### src/rtl/pi_read_responder.sv
// SPI mode-0 target for Pi read commands: cmd + 17-bit address, bus-read request, data byte on MISO.
// Optional PI_READ_BURST_EN: stream consecutive addresses until spi_cs_n rises.
module pi_read_responder #(
  parameter logic [5:0] CMD_READ       = 6'h01,
  parameter logic [7:0] TURN_BYTE      = 8'hA5,
  parameter logic [7:0] NOT_READY_BYTE = 8'hFF
) (
  input  logic        reset,
  input  logic        spi_sclk,
  input  logic        spi_cs_n,
  input  logic        spi_rx,
  output logic        spi_tx,
  output logic [16:0] pi_addr,
  output logic        pi_rw_b,
  output logic        pi_pending_out,
  input  logic        pi_done_in,
  input  logic [7:0]  pi_data_in,
  output logic        rd_err
);

  typedef enum logic [2:0] {IDLE, ADDR_HI, ADDR_LO, TURN, DATA, IGNORE} state_t;

  state_t      state, state_n;
  logic [2:0]  bit_cnt;
  logic [7:0]  rx_sr, tx_sr, tx_n, addr_hi, hi_n;
  logic        a16, a16_n, pend_n, err_n, rearm, rearm_n, sample;
  logic [16:0] addr_n;
  logic        frame_rst;

  assign frame_rst = reset | spi_cs_n;
  assign spi_tx    = tx_sr[7];
  assign pi_rw_b   = 1'b1;

  always_ff @(posedge spi_sclk or posedge frame_rst) begin
    if (frame_rst) rx_sr <= '0;
    else           rx_sr <= {rx_sr[6:0], spi_rx};
  end

  always_comb begin
    state_n = state;
    tx_n    = {tx_sr[6:0], 1'b0};
    pend_n  = pi_pending_out;
    addr_n  = pi_addr;
    err_n   = rd_err;
    a16_n   = a16;
    hi_n    = addr_hi;
    rearm_n = 1'b0;
    sample  = 1'b0;
`ifdef PI_READ_BURST_EN
    if (rearm) pend_n = 1'b1;
`endif
    if (bit_cnt == 3'd7) begin
      case (state)
        IDLE: begin
          if (rx_sr[7] && rx_sr[5:0] == CMD_READ) begin
            state_n = ADDR_HI;
            a16_n   = rx_sr[6];
          end else begin
            state_n = IGNORE;
          end
        end
        ADDR_HI: begin
          hi_n    = rx_sr;
          state_n = ADDR_LO;
        end
        ADDR_LO: begin
          addr_n  = {a16, addr_hi, rx_sr};
          pend_n  = 1'b1;
          tx_n    = TURN_BYTE;
          state_n = TURN;
        end
        TURN: begin
          sample  = 1'b1;
          state_n = DATA;
        end
        DATA: begin
`ifdef PI_READ_BURST_EN
          sample  = 1'b1;
`else
          tx_n    = '0;
          state_n = IGNORE;
`endif
        end
        default: state_n = IGNORE;
      endcase
    end
    if (sample) begin
      pend_n = 1'b0;
      if (pi_done_in) begin
        tx_n = pi_data_in;
      end else begin
        tx_n  = NOT_READY_BYTE;
        err_n = 1'b1;
      end
`ifdef PI_READ_BURST_EN
      // Next address goes out after one idle sclk so the arbiter sees pending low.
      addr_n  = pi_addr + 17'd1;
      rearm_n = 1'b1;
`endif
    end
  end

  always_ff @(negedge spi_sclk or posedge frame_rst) begin
    if (frame_rst) begin
      state          <= IDLE;
      bit_cnt        <= '0;
      tx_sr          <= '0;
      pi_pending_out <= 1'b0;
      a16            <= 1'b0;
      addr_hi        <= '0;
      rearm          <= 1'b0;
    end else begin
      state          <= state_n;
      bit_cnt        <= bit_cnt + 3'd1;
      tx_sr          <= tx_n;
      pi_pending_out <= pend_n;
      a16            <= a16_n;
      addr_hi        <= hi_n;
      rearm          <= rearm_n;
    end
  end

  // Address and error flag survive spi_cs_n; only the global reset clears them.
  always_ff @(negedge spi_sclk or posedge reset) begin
    if (reset) begin
      pi_addr <= '0;
      rd_err  <= 1'b0;
    end else if (!spi_cs_n) begin
      pi_addr <= addr_n;
      rd_err  <= err_n;
    end
  end

endmodule

### config.mk
export PLATFORM = sky130hd
export DESIGN_NAME = pi_read_responder
export DESIGN_NICKNAME = d
export VERILOG_FILES = /design/src/rtl/pi_read_responder.sv
export SDC_FILE = /design/constraint.sdc
export NUM_CORES = 1
export LEC_CHECK = 0
export ABC_AREA = 1
export BUFFER_PORTS_ARGS = -buffer_cell sky130_fd_sc_hd__buf_2
export CORE_MARGIN = 2
export CORE_UTILIZATION = 49
export CTS_BUF_LIST = sky130_fd_sc_hd__clkbuf_16
export CTS_CLUSTER_SIZE = 40
export DETAILED_ROUTE_END_ITERATION = 7
export PLACE_DENSITY = 0.78
export SLEW_MARGIN = 20
export SYNTH_ARGS = -nofsm -noshare
export SYNTH_HDL_FRONTEND = slang
export SYNTH_SLANG_ARGS = --single-unit
### constraint.sdc
create_clock -name spi_sclk -period 2.6 [get_ports spi_sclk]
set_input_delay 0.78 -clock spi_sclk [delete_from_list [all_inputs] [get_ports spi_sclk]]
set_output_delay 0.78 -clock spi_sclk [all_outputs]
set_load 0.005 [all_outputs]
==> summary.txt <==
STA
  • Hold WS: 0.321 ns
  • Final setup viols: 20
  • Final Skew: 0.0260 ns
  • Slew Limit Fails: 0
  • Final worst setup slack: -0.325 ns
  • Endpoints failing hold: 0
  • RSZ-0062 raised after global routing: yes

Placed design
  • Placed inst area: between 0.002 and 0.0025 mm²
  • Detailed Place HPWL: 2570 µm
  • Setup WS pre-CTS: -0.266 ns
  • Routability cong.: 0.739
  • IO buf count: 32

Critical path
  • Crit Path Class: reg2out
  • Critical path launch point type: flip-flop
  • Worst path max stage delay: 0.42 ns
  • Origin of the critical flop-to-flop path: rx_sr[3]
  • Critical Path Slowest Stage Cell: dfrtn_1
  • Top Family by Delay on Critical Path: flip-flops
  • Endpoint arrival time on the critical path: 2.15 ns
  • Crit path required time: 1.82 ns
  • Critical path peak fanout: 2
  • CP Launch Point: pi_addr[6]
  • Crit-path cells: buf_2
  • Critical Path Sink Type: primary output
  • R2R Setup Slk: 0.22 ns
  • CP Buf/Inv Count: 1

Logic synthesis
  • Post-synthesis xor/xnor area fraction: 0
  • Largest cells by area after synthesis: dfrtn_1, nand2_1, dfrtp_1
  • Top cells by count, synth: nand2_1, dfrtn_1, inv_1
  • Synthesis Warnings: 0
  • #FFs+latches synth: 50
  • Synth Cell Area: 0.00197 mm²
  • Cell taking the most area after synthesis: dfrtn_1
  • Sequential fraction of the synthesis area: 0.634
  • Top cell type's share of synthesized area: 0.532
  • Mux contribution to synthesized area: 0
  • Net Count, Synth: approximately 210
  • Adder-Cell Fraction of Synth Area: 0.0127
  • Simple-Gate Fraction of Synth Area: 0.204
  • Compound-Gate Fraction of Synth Area: 0.0900
  • Avg Inst Size Synth: 10.1 µm²
  • Post-synth EDFFs: 0
  • Synth cell types: 25
  • Post-Syn Instances: 196
  • Main synth FF type: dfrtn_1
  • Most numerous cell in the Yosys netlist: nand2_1
  • Main combinational cell family by area after synthesis: simple AND/OR/NAND/NOR gates
  • Asr flop ratio synth: 1.00

Route
  • Initial DRC count: 71
  • Via density: 4.76
  • Wire per inst: 12.2 µm
  • DRC violations left: 0
  • Drt total wl: 3640 µm
  • Via Count: between 1000 and 1500
  • Pre-antenna DRT Iters: 4
  • Antenna Nets Post-Route: 0

Pwr
  • Combinational power share: 0.037
  • Total power: around 1.5 mW
  • Power density over the cells: 595 mW/mm²
  • Sequential Power Share: 0.543
  • Switching share of power: 0.209
  • VDD IR-drop max: 0.622 mV
  • Clk pwr share: 0.421
  • LEAKAGE: 1.41 nW
  • Sw Pwr: 0.308 mW
  • Int Pwr: approximately 1.2 mW

Status
  • Run status: finished, violations left
  • Failing checks: negative setup slack

Global route
  • GRT Total Usage: 0.194
  • Number of global-route vias before repair: 1327
  • Total grt overflow: 0
  • Pin count of the biggest net entering global routing: 33
  • Global-route wire length before repair: ~6300 µm
  • Initial antenna violation count: 0

Clocking
  • Clock sinks: 50
  • Clock Tree Root: clkbuf_16
  • Num CTS Buffers: 5
  • Htree depth: 2
  • Clk_lat worst skew: 0.31 ns
  • Worst-path clk slew: 0.05 ns
  • Worst-case clock buffer depth: 2
  • Hold buffers post-CTS: 0
  • TritonCTS clock tree: done

Final layout
  • Final Cell Area: 0.00247 mm²
  • Share of layout cells above drive strength 1: 0.302
  • Final Util: 0.627
  • Ant. Diodes: 0
  • Synth-to-Final Area Change: 25.2%
  • Final #Nets: 262

Die
  • I/O pins: 34
  • DIE AREA: 0.00455 mm²
  • Die width: roughly 67 µm
  • Row count: 23
  • Initial core utilization: 0.501
  • Die height: 67.5 µm
  • Core ar.: between 0.003 and 0.004 mm²

Hold path
  • Worst Hold Class: reg2reg
  • Min-Delay Startpoint: bit_cnt[0]

Job
  • Max_cap viols: 0
[sequential cells by signal, summed over array words and instances, names as in the netlist]
signal,count
a16,1
addr_hi,8
bit_cnt,3
pi_addr,17
pi_pending_out,1
rd_err,1
rx_sr,8
state,3
tx_sr,8
[power by group through the flow]
stage	Clock [mW]	Sequential [mW]	Combinational (mW)
floorplan	0	0.809	0.0288
global placement	0	0.811	0.0537
detailed placement	0	0.811	0.0543
CTS	0.640	0.798	0.0547
global route	0.668	0.798	0.0618
finish	0.619	0.798	0.0537
[metal layers]
metal | vias to the layer above | GRT usage | share of wire
met1 | 663 | 0.256 | 0.47
met3 | 5 | 0.0600 | 0.038
li1 | 722 | - | -
met5 | - | 0 | 0
met4 | 0 | 0.0918 | 0.023
met2 | 28 | 0.290 | 0.47
[cells by family after synthesis]
family          Yosys count
flops                    50
fa+ha+maj                 2
buf+inv                  25
compound gates           27
simple gates             91
other cells               1
[through the flow]
stage | setup TNS [ns] | cells
global route | -6.72 | 298
floorplan | -0.0985 | 196
global placement | -4.52 | 279
CTS | -6.22 | 294
detailed placement | -4.99 | 279
finish | -6.02 | 298
[path summary, 6_finish.rpt]
check	to	depth (start not counted)
setup / recovery	pi_addr[6]	1
hold reg to reg	bit_cnt[0]	1
hold / removal	bit_cnt[0]	1
setup reg to reg	state[2]	4
min in group asynchronous	rx_sr[5]	3
max in group asynchronous	bit_cnt[1]	3
[layout by cell type, fill, tap and decap left out, drive strengths merged]
cell | Yosys | layout
nand2 | 65 | 65
buf | 4 | 48
dfrtn | 42 | 42
inv | 20 | 21
o21ai | 21 | 21
nand3 | 13 | 13
nor2 | 12 | 12
dfrtp | 8 | 8
clkbuf | 0 | 5
o31ai | 3 | 3
ha | 2 | 2
clkinvlp | 0 | 2
o21bai | 1 | 1
nor3 | 1 | 1
clkinv | 1 | 1
a21oi | 1 | 1
o211ai | 1 | 1
conb | 1 | 1
[final cells by class]
class / instances / area (µm²)
fill: 330 / 1470
multi-input combinational: 121 / 617
sequential: 50 / 1250
clock inverter: 3 / 18.8
clock buffer: 5 / 125
tap: 50 / 62.6
inverter: 21 / 92.6
timing repair buffer: 48 / 305
[repair_timing]
action / CTS / global route
gates cloned: 0 / 0
endpoints found under the setup margin: 20 / 20
endpoints found under the hold margin: 0 / 0
resized for setup: 0 / 0
setup buffers: 7 / 4
Note: power is estimated with default switching activity, not from simulation.
